===== config.mk =====
export PLATFORM = sky130hd
export DESIGN_NAME = transaccion_multi_flat
export DESIGN_NICKNAME = d
export VERILOG_FILES = /design/src/rtl/transaccion_multi_pkg.sv /design/src/rtl/transaccion_multi_if.sv /design/src/rtl/transaccion_multi_alu.sv /design/src/rtl/transaccion_multi.sv /design/src/flat_wrapper.sv
export SDC_FILE = /design/constraint.sdc
export NUM_CORES = 1
export LEC_CHECK = 0
export BUFFER_PORTS_ARGS = -buffer_cell sky130_fd_sc_hd__buf_2
export CAP_MARGIN = 5
export CORE_MARGIN = 8
export CORE_UTILIZATION = 45
export DETAILED_ROUTE_END_ITERATION = 16
export PLACE_DENSITY_LB_ADDON = 0.25
export SYNTH_ARGS = -nofsm -noshare
export SYNTH_HDL_FRONTEND = slang
export SYNTH_SLANG_ARGS = --single-unit

===== constraint.sdc =====
create_clock -name clk -period 7.5 [get_ports clk]
set_clock_uncertainty 0.1 [all_clocks]
set_input_delay 1.875 -clock clk [delete_from_list [all_inputs] [get_ports clk]]
set_output_delay 1.875 -clock clk [all_outputs]
set_load 0.005 [all_outputs]

===== src/rtl/transaccion_multi_pkg.sv =====
// -----------------------------------------------------------------------------
// transaccion_pkg
// Shared definitions for the multi-transaction cashier block:
//   - tipo_t   : transaction type encodings carried on tipo_trans
//   - estado_t : session FSM states (also exported on the debug port)
//   - sat_mask : helper building an all-ones constant of a given width,
//                used as the saturation ceiling of the balance adder
// No ports (package). Optional feature macro used by the block: LIMITE_RETIRO_EN.
// -----------------------------------------------------------------------------
package transaccion_pkg;

   typedef enum logic [1:0] {
      TIPO_DEPOSITO  = 2'b00,
      TIPO_RETIRO    = 2'b01,
      TIPO_CONSULTA  = 2'b10,
      TIPO_RESERVADO = 2'b11
   } tipo_t;

   typedef enum logic [1:0] {
      IDLE      = 2'b00,
      ESPERA    = 2'b01,
      EJECUTA   = 2'b10,
      RESULTADO = 2'b11
   } estado_t;

   // Widest balance the helper can describe.
   localparam int SAT_MAX_W = 128;

   // Bits [w-1:0] set, everything above cleared; callers slice the low part.
   function automatic logic [SAT_MAX_W-1:0] sat_mask(input int w);
      sat_mask = '0;
      for (int i = 0; i < SAT_MAX_W; i++) begin
         if (i < w) sat_mask[i] = 1'b1;
      end
   endfunction

endpackage


===== src/rtl/transaccion_multi_if.sv =====
// -----------------------------------------------------------------------------
// transaccion_multi_if
// Bundles the card/PIN front-end request side and the dispenser/account-store
// result side of transaccion_multi.
//   master : drives tarjeta_recibida, tipo_trans, monto_stb, monto,
//            balance_inicial; observes all result signals
//   slave  : the transaction block itself
//
// Handshake: monto_stb is a one-cycle request strobe qualifying tipo_trans and
// monto. It is accepted only while the block waits for a request (ocupado = 0,
// session open); ocupado then stays high until the result cycle, in which the
// result pulses (balance_stb, entregar_dinero, fondos_insuficientes,
// tipo_invalido, limite_excedido) are valid for exactly one cycle. Strobes
// presented at any other time are dropped, never queued.
// -----------------------------------------------------------------------------
interface transaccion_multi_if #(
   parameter int MONTO_W   = 32,
   parameter int BALANCE_W = 64
);
   logic                 tarjeta_recibida;
   logic [1:0]           tipo_trans;
   logic                 monto_stb;
   logic [MONTO_W-1:0]   monto;
   logic [BALANCE_W-1:0] balance_inicial;
   logic [BALANCE_W-1:0] balance_actualizado;
   logic                 balance_stb;
   logic                 entregar_dinero;
   logic                 fondos_insuficientes;
   logic                 tipo_invalido;
   logic                 limite_excedido;
   logic                 ocupado;

   modport master (
      output tarjeta_recibida, tipo_trans, monto_stb, monto, balance_inicial,
      input  balance_actualizado, balance_stb, entregar_dinero,
             fondos_insuficientes, tipo_invalido, limite_excedido, ocupado
   );

   modport slave (
      input  tarjeta_recibida, tipo_trans, monto_stb, monto, balance_inicial,
      output balance_actualizado, balance_stb, entregar_dinero,
             fondos_insuficientes, tipo_invalido, limite_excedido, ocupado
   );
endinterface


===== src/rtl/transaccion_multi_alu.sv =====
// -----------------------------------------------------------------------------
// transaccion_alu
// Purely combinational balance arithmetic for transaccion_multi.
// Ports:
//   balance         in  current session balance
//   monto           in  requested amount (unsigned, zero-extended internally)
//   suma_sat        out balance + monto, saturating at all-ones
//   resta           out balance - monto (only meaningful when !insuficiente)
//   insuficiente    out monto > balance
//   acumulado       in  withdrawals so far this session   (LIMITE_RETIRO_EN)
//   acumulado_nuevo out acumulado + monto                 (LIMITE_RETIRO_EN)
//   limite          out acumulado + monto > LIMITE_RETIRO (LIMITE_RETIRO_EN)
// Optional feature macro: LIMITE_RETIRO_EN.
// -----------------------------------------------------------------------------
module transaccion_alu
   import transaccion_pkg::*;
#(
   parameter int MONTO_W       = 32,
   parameter int BALANCE_W     = 64
`ifdef LIMITE_RETIRO_EN
   ,
   parameter int LIMITE_RETIRO = 1000
`endif
) (
   input  logic [BALANCE_W-1:0] balance,
   input  logic [MONTO_W-1:0]   monto,
`ifdef LIMITE_RETIRO_EN
   input  logic [BALANCE_W-1:0] acumulado,
   output logic [BALANCE_W-1:0] acumulado_nuevo,
   output logic                 limite,
`endif
   output logic [BALANCE_W-1:0] suma_sat,
   output logic [BALANCE_W-1:0] resta,
   output logic                 insuficiente
);

   localparam logic [SAT_MAX_W-1:0] SAT_FULL = sat_mask(BALANCE_W);
   localparam logic [BALANCE_W-1:0] SAT      = SAT_FULL[BALANCE_W-1:0];

   logic [BALANCE_W-1:0] monto_ext;
   logic [BALANCE_W:0]   suma_ext;
`ifdef LIMITE_RETIRO_EN
   // One extra bit so a huge amount cannot wrap past the limit comparison.
   localparam logic [BALANCE_W:0] LIMITE_EXT = (BALANCE_W+1)'(LIMITE_RETIRO);
   logic [BALANCE_W:0]   acum_ext;
`endif

   always_comb begin
      monto_ext    = BALANCE_W'(monto);
      suma_ext     = {1'b0, balance} + {1'b0, monto_ext};
      suma_sat     = suma_ext[BALANCE_W] ? SAT : suma_ext[BALANCE_W-1:0];
      insuficiente = (monto_ext > balance);
      resta        = balance - monto_ext;
`ifdef LIMITE_RETIRO_EN
      acum_ext        = {1'b0, acumulado} + {1'b0, monto_ext};
      limite          = (acum_ext > LIMITE_EXT);
      acumulado_nuevo = acum_ext[BALANCE_W-1:0];
`endif
   end

endmodule


===== src/rtl/transaccion_multi.sv =====
// -----------------------------------------------------------------------------
// transaccion_multi
// Card-session transaction controller: after a card insertion edge it serves
// any number of deposit / withdrawal / balance-query requests until the card
// is removed. Request strobe at cycle N -> registered result pulses at N+2.
// Ports:
//   clk        in  rising-edge clock
//   reset      in  synchronous, active-low
//   bus        slave modport of transaccion_multi_if (request + result signals)
//   estado_dbg out current FSM state, for observation only
// Optional feature macro: LIMITE_RETIRO_EN (per-session withdrawal ceiling).
// -----------------------------------------------------------------------------
module transaccion_multi
   import transaccion_pkg::*;
#(
   parameter int MONTO_W       = 32,
   parameter int BALANCE_W     = 64,
   parameter int LIMITE_RETIRO = 1000
) (
   input  logic                clk,
   input  logic                reset,
   transaccion_multi_if.slave  bus,
   output estado_t             estado_dbg
);

   estado_t              estado_q, estado_d;
   logic                 card_q;
   logic                 armado_q;
   logic [BALANCE_W-1:0] balance_q, balance_d;
   tipo_t                tipo_q, tipo_d;
   logic [MONTO_W-1:0]   monto_q, monto_d;
   logic                 ocupado_q, ocupado_d;
   logic                 bal_stb_q, bal_stb_d;
   logic                 entregar_q, entregar_d;
   logic                 fondos_q, fondos_d;
   logic                 invalido_q, invalido_d;
   logic                 inicio;
   logic [BALANCE_W-1:0] suma_sat, resta;
   logic                 insuficiente;
`ifdef LIMITE_RETIRO_EN
   logic [BALANCE_W-1:0] acum_q, acum_d, acum_nuevo;
   logic                 limite_q, limite_d, limite;
`endif

   // armado_q only rises once the card has been seen low after reset, so a
   // card that is already inserted when reset releases cannot open a session.
   assign inicio = bus.tarjeta_recibida & ~card_q & armado_q;

   transaccion_alu #(
      .MONTO_W       (MONTO_W),
      .BALANCE_W     (BALANCE_W)
`ifdef LIMITE_RETIRO_EN
      ,
      .LIMITE_RETIRO (LIMITE_RETIRO)
`endif
   ) u_alu (
      .balance         (balance_q),
      .monto           (monto_q),
`ifdef LIMITE_RETIRO_EN
      .acumulado       (acum_q),
      .acumulado_nuevo (acum_nuevo),
      .limite          (limite),
`endif
      .suma_sat        (suma_sat),
      .resta           (resta),
      .insuficiente    (insuficiente)
   );

   // State register and all other flops.
   always_ff @(posedge clk) begin
      if (!reset) begin
         estado_q   <= IDLE;
         card_q     <= 1'b0;
         armado_q   <= 1'b0;
         balance_q  <= '0;
         tipo_q     <= TIPO_DEPOSITO;
         monto_q    <= '0;
         ocupado_q  <= 1'b0;
         bal_stb_q  <= 1'b0;
         entregar_q <= 1'b0;
         fondos_q   <= 1'b0;
         invalido_q <= 1'b0;
`ifdef LIMITE_RETIRO_EN
         acum_q     <= '0;
         limite_q   <= 1'b0;
`endif
      end else begin
         estado_q   <= estado_d;
         card_q     <= bus.tarjeta_recibida;
         armado_q   <= armado_q | ~bus.tarjeta_recibida;
         balance_q  <= balance_d;
         tipo_q     <= tipo_d;
         monto_q    <= monto_d;
         ocupado_q  <= ocupado_d;
         bal_stb_q  <= bal_stb_d;
         entregar_q <= entregar_d;
         fondos_q   <= fondos_d;
         invalido_q <= invalido_d;
`ifdef LIMITE_RETIRO_EN
         acum_q     <= acum_d;
         limite_q   <= limite_d;
`endif
      end
   end

   // Next-state logic. Card removal wins over a simultaneous strobe in ESPERA;
   // EJECUTA always proceeds to RESULTADO so an accepted request is answered.
   always_comb begin
      estado_d = estado_q;
      unique case (estado_q)
         IDLE:      if (inicio) estado_d = ESPERA;
         ESPERA: begin
            if (!bus.tarjeta_recibida)  estado_d = IDLE;
            else if (bus.monto_stb)     estado_d = EJECUTA;
         end
         EJECUTA:   estado_d = RESULTADO;
         RESULTADO: estado_d = bus.tarjeta_recibida ? ESPERA : IDLE;
         default:   estado_d = IDLE;
      endcase
   end

   // Output / datapath logic: every output is the registered copy of these.
   always_comb begin
      balance_d  = balance_q;
      tipo_d     = tipo_q;
      monto_d    = monto_q;
      ocupado_d  = 1'b0;
      bal_stb_d  = 1'b0;
      entregar_d = 1'b0;
      fondos_d   = 1'b0;
      invalido_d = 1'b0;
`ifdef LIMITE_RETIRO_EN
      acum_d     = acum_q;
      limite_d   = 1'b0;
`endif
      unique case (estado_q)
         IDLE: begin
            if (inicio) begin
               balance_d = bus.balance_inicial;
`ifdef LIMITE_RETIRO_EN
               acum_d    = '0;
`endif
            end
         end
         ESPERA: begin
            if (bus.tarjeta_recibida && bus.monto_stb) begin
               tipo_d    = tipo_t'(bus.tipo_trans);
               monto_d   = bus.monto;
               ocupado_d = 1'b1;
            end
         end
         EJECUTA: begin
            unique case (tipo_q)
               TIPO_DEPOSITO: begin
                  balance_d = suma_sat;
                  bal_stb_d = 1'b1;
               end
               TIPO_RETIRO: begin
                  bal_stb_d = 1'b1;
`ifdef LIMITE_RETIRO_EN
                  // Session ceiling is checked before available funds.
                  if (limite) begin
                     limite_d = 1'b1;
                  end else
`endif
                  if (insuficiente) begin
                     fondos_d = 1'b1;
                  end else begin
                     balance_d  = resta;
                     entregar_d = 1'b1;
`ifdef LIMITE_RETIRO_EN
                     acum_d     = acum_nuevo;
`endif
                  end
               end
               TIPO_CONSULTA:  bal_stb_d  = 1'b1;
               TIPO_RESERVADO: invalido_d = 1'b1;
               default: ;
            endcase
         end
         default: ;
      endcase
   end

   assign bus.balance_actualizado  = balance_q;
   assign bus.balance_stb          = bal_stb_q;
   assign bus.entregar_dinero      = entregar_q;
   assign bus.fondos_insuficientes = fondos_q;
   assign bus.tipo_invalido        = invalido_q;
   assign bus.ocupado              = ocupado_q;
`ifdef LIMITE_RETIRO_EN
   assign bus.limite_excedido      = limite_q;
`else
   assign bus.limite_excedido      = 1'b0;
`endif
   assign estado_dbg               = estado_q;

endmodule


===== src/flat_wrapper.sv =====
// flat-port wrapper written by rule: the top's interface ports become plain ports
module transaccion_multi_flat import transaccion_pkg::*;
#(
   parameter int MONTO_W       = 32,
   parameter int BALANCE_W     = 64,
   parameter int LIMITE_RETIRO = 1000
)
  (clk, reset, estado_dbg, bus_tarjeta_recibida, bus_tipo_trans, bus_monto_stb, bus_monto, bus_balance_inicial, bus_balance_actualizado, bus_balance_stb, bus_entregar_dinero, bus_fondos_insuficientes, bus_tipo_invalido, bus_limite_excedido, bus_ocupado);
  transaccion_multi_if #(.MONTO_W(MONTO_W), .BALANCE_W(BALANCE_W)) bus_i ();
  input  logic clk;
  input  logic reset;
  output estado_t estado_dbg;
  input wire logic [$bits(bus_i.tarjeta_recibida)-1:0] bus_tarjeta_recibida;
  input wire logic [$bits(bus_i.tipo_trans)-1:0] bus_tipo_trans;
  input wire logic [$bits(bus_i.monto_stb)-1:0] bus_monto_stb;
  input wire logic [$bits(bus_i.monto)-1:0] bus_monto;
  input wire logic [$bits(bus_i.balance_inicial)-1:0] bus_balance_inicial;
  output wire logic [$bits(bus_i.balance_actualizado)-1:0] bus_balance_actualizado;
  output wire logic [$bits(bus_i.balance_stb)-1:0] bus_balance_stb;
  output wire logic [$bits(bus_i.entregar_dinero)-1:0] bus_entregar_dinero;
  output wire logic [$bits(bus_i.fondos_insuficientes)-1:0] bus_fondos_insuficientes;
  output wire logic [$bits(bus_i.tipo_invalido)-1:0] bus_tipo_invalido;
  output wire logic [$bits(bus_i.limite_excedido)-1:0] bus_limite_excedido;
  output wire logic [$bits(bus_i.ocupado)-1:0] bus_ocupado;
  assign bus_i.tarjeta_recibida = bus_tarjeta_recibida;
  assign bus_i.tipo_trans = bus_tipo_trans;
  assign bus_i.monto_stb = bus_monto_stb;
  assign bus_i.monto = bus_monto;
  assign bus_i.balance_inicial = bus_balance_inicial;
  assign bus_balance_actualizado = bus_i.balance_actualizado;
  assign bus_balance_stb = bus_i.balance_stb;
  assign bus_entregar_dinero = bus_i.entregar_dinero;
  assign bus_fondos_insuficientes = bus_i.fondos_insuficientes;
  assign bus_tipo_invalido = bus_i.tipo_invalido;
  assign bus_limite_excedido = bus_i.limite_excedido;
  assign bus_ocupado = bus_i.ocupado;
  transaccion_multi #(.MONTO_W(MONTO_W), .BALANCE_W(BALANCE_W), .LIMITE_RETIRO(LIMITE_RETIRO)) u_core (.clk(clk), .reset(reset), .bus(bus_i), .estado_dbg(estado_dbg));
endmodule

==> results.cfg <==
[power_and_ir_drop]
max-vdd-ir-drop_uv = 95.7
power.static_leakage_nw = 4.66
power-per-cell-area_nw_per_um2 = 155

[logic_synthesis]
async_flop_share_pct = 0
syn-cell-area_um2 = 10200
ys_seq_area_share_pct = 20.9
yosys_warnings = 0
synthCells = 1454
synthDistinctLibCells = 97
ys_ff_latch = 107
syn_area_per_cell_um2 = 7.04
synth_edf_count = 0
ys.flop_type = dfxtp_1
syn_nets = 1622

[sta]
max_freq_mhz = 232
fin_hold_ws_ns = 0.376
fin_crit_ns = 4.32
hold_viol_final = 0
setup_viol_count_final = 0
fin_setup_tns_ns = 0
rsz0062_at_grt = false
drv_slew = 0
period_share_pct = 57.5
worst_pin_slew_ns = 0.945
slew_headroom_pct = 36.4

[worst_setup_path]
start_kind = flip-flop
cp-end-kind = flip-flop
critPathArrivalTime_ns = 4.49
cpMostUsedCell = a2111oi_4
r2r_setup_slack_ns = 3.18
crit_path_start = u_core.bus.balance_actualizado[0]$_SDFFE_PN0P_
r2r.worst_path.cells = 12
critPathTopFamily = compound AO/OA/AOI/OAI gates
crit_buf_inv = 1
cpPeakStageDelay_ns = 0.72
path_cells = ha_1 -> fa_1 -> nor2b_1 -> o211ai_1 -> a2111oi_4 -> a211oi_2 -> a2111oi_4 -> o211ai_2 -> o21ai_4 -> buf_4 -> nor3_1 -> o41ai_1
path_class = reg2reg
endpoint = u_core.bus.balance_actualizado[30]$_SDFFE_PN0P_
r2r-start = u_core.bus.balance_actualizado[0]$_SDFFE_PN0P_
r2r-end = u_core.bus.balance_actualizado[30]$_SDFFE_PN0P_
cp.depth = 12
crit_required_ns = 7.68
cpMaxStageDelayCell = o21ai_4
path_max_fanout = 25

[final_layout]
num-nets-final = 1710
multi_input_area_um2 = 7340
syn_to_final_growth_pct = 11.3
final_cell_mix = 180 x nand2_1, 172 x buf_2, 159 x a21oi_1
regArea_um2 = 2140
final_common_cell = nand2_1
drive_gt1_share_pct = 16.3
num-fill-cells = 2341
num_antenna_cells = 0
stdcell_area_um2 = 11400

[run_status]
status = finished, final reports clean

[floorplan]
start_util_pct = 45.5
die_height_um = 167
ios = 174
die_area_um2 = 27800
die_w_um = 167
fp-row-count = 55
core-area_um2 = 22500

[clocking]
clk_path_buf_depth = 2
cts_setup_buffers = 0
cts_buffers = 9
cts_resized = 0
cts.sinks = 107
clkTransAtPathRegs_ns = 0.09
cts_root_buffer = clkbuf_16
cts.htree.levels = 3
cts_tree = yes
postCtsHoldBufs = 0
clk_latency_ns = 0.37

[detailed_routing]
drt-total-wl_um = 38800
vias = 11500
avgViaCountPerCell = 6.30
drc_errors = 0
drt_iter0_drc = 1228
wire_per_inst_um = 21.2
detail-route-antenna-nets = 0
drt-pass1-iter-count = 6

[placed_design]
placed_cell_area_um2 = 11100
place.gp.congestion = 0.993
portBuffers = 172
dp_hpwl_um = 28700

[grt]
overflow = 0
grtUsageTotal_pct = 27.1
grt_pass1_wl_um = 61900
grt_max_degree = 76
grt_pass1_vias = 11100
antenna_found_initial = 0

[min_path]
hp-class = reg2reg

[flow_run]
drv_cap = 0
[through the flow]
step / utilization (%) / setup slack (ns) / power (W) / std cells
global placement: 49.3 / 3.07 / 0.00124 / 1816
CTS: 50.6 / 3.22 / 0.00176 / 1832
global route: 50.6 / 2.86 / 0.00186 / 1832
floorplan: - / 4.00 / 0.00105 / 1454
finish: 50.6 / 3.18 / 0.00177 / 1832
detailed placement: 49.3 / 3.00 / 0.00124 / 1816
[metal layers]
metal	part of all wire, %	routed length [µm]	global-route usage [%]
met2	47	18400	46.0
met3	6.4	2500	3.59
met1	43	16500	34.2
met4	3.6	1400	11.1
met5	0	0	0
[where the power goes]
group | leakage (nW) | switching, W | internal (W)
sequential | 0.868 | 0.0000436 | 0.000590
clock | 0.145 | 0.000262 | 0.000265
combinational | 3.65 | 0.000387 | 0.000224
[tightest hold or removal path, cell delays in order (launching register included)]
cell and delay, ns:
dfxtp_1 0.34, nand2_1 0.06, nand2_1 0.04
[flip-flops by register name, summed over array words and instances (netlist names), named ones only]
signal,cells
u_core.bus.balance_actualizado,64
u_core.monto_q,32
u_core.tipo_q,2
u_core.armado_q,1
u_core.bus.balance_stb,1
u_core.bus.entregar_dinero,1
u_core.bus.fondos_insuficientes,1
u_core.bus.ocupado,1
u_core.bus.tipo_invalido,1
u_core.card_q,1
u_core.estado_dbg,1
[area by class of cell]
class / count / area share [%]
Inverter: 75 / 2.47
Tap cell: 285 / 3.13
Sequential cell: 107 / 18.8
Clock buffer: 9 / 1.98
Multi-Input combinational cell: 1163 / 64.4
Timing Repair Buffer: 186 / 8.48
Clock inverter: 7 / 0.725
[kinds of logic (layout without fill, tap and decap cells)]
group	Yosys count	in the layout	synth area share (%)
other	1	1	0.0366
muxes	7	7	0.685
AOI/OAI and AO/OA	494	494	32.6
DFF	107	107	20.9
adders and majority gates	66	66	8.22
and+or+nand+nor	549	549	26.0
buffers and inverters	184	277	7.57
xor gates and xnor gates	46	46	3.94
[worst min-delay path by stage]
stage,to,depth (start not counted),startpoint
after floorplan,u_core.bus.tipo_invalido$_SDFF_PN0_,2,u_core.tipo_q[0]$_SDFFE_PN0P_
after global routing,u_core.monto_q[23]$_SDFFE_PN0P_,2,u_core.monto_q[23]$_SDFFE_PN0P_
final,u_core.bus.balance_actualizado[23]$_SDFFE_PN0P_,2,u_core.bus.balance_actualizado[23]$_SDFFE_PN0P_
after global placement,u_core.monto_q[18]$_SDFFE_PN0P_,2,u_core.monto_q[18]$_SDFFE_PN0P_
after detailed placement,u_core.bus.balance_actualizado[23]$_SDFFE_PN0P_,2,u_core.bus.balance_actualizado[23]$_SDFFE_PN0P_
after CTS,u_core.bus.balance_actualizado[23]$_SDFFE_PN0P_,2,u_core.bus.balance_actualizado[23]$_SDFFE_PN0P_
[cells in the mapped netlist (all sizes together), types with 4 or more instances]
cell / instances / area, µm²
a2111oi: 7 / 98.8
a211o: 6 / 52.6
a211oi: 16 / 135
a21boi: 6 / 45.0
a21o: 15 / 113
a21oi: 160 / 805
a221oi: 8 / 82.6
a311oi: 5 / 50.0
a31o: 5 / 43.8
a31oi: 20 / 140
a41oi: 5 / 70.1
and2: 9 / 56.3
and3: 8 / 50.1
buf: 34 / 211
clkbuf: 75 / 282
dfxtp: 107 / 2140
ha: 64 / 801
inv: 75 / 282
mux2i: 7 / 70.1
nand2: 182 / 693
nand2b: 14 / 87.6
nand3: 46 / 235
nand3b: 8 / 60.1
nand4: 16 / 100
nor2: 128 / 493
nor2b: 17 / 106
nor3: 49 / 257
nor4: 22 / 153
nor4b: 4 / 41.3
o211ai: 17 / 133
o21a: 10 / 75.1
o21ai: 100 / 516
o21bai: 9 / 67.6
o221ai: 26 / 228
o22ai: 7 / 43.8
o2bb2ai: 5 / 43.8
o311ai: 6 / 52.6
o31ai: 24 / 180
or2: 8 / 52.6
or3: 21 / 136
or4: 8 / 67.6
xnor2: 36 / 315
xor2: 10 / 87.6
Note: power is estimated with default switching activity, not from simulation.
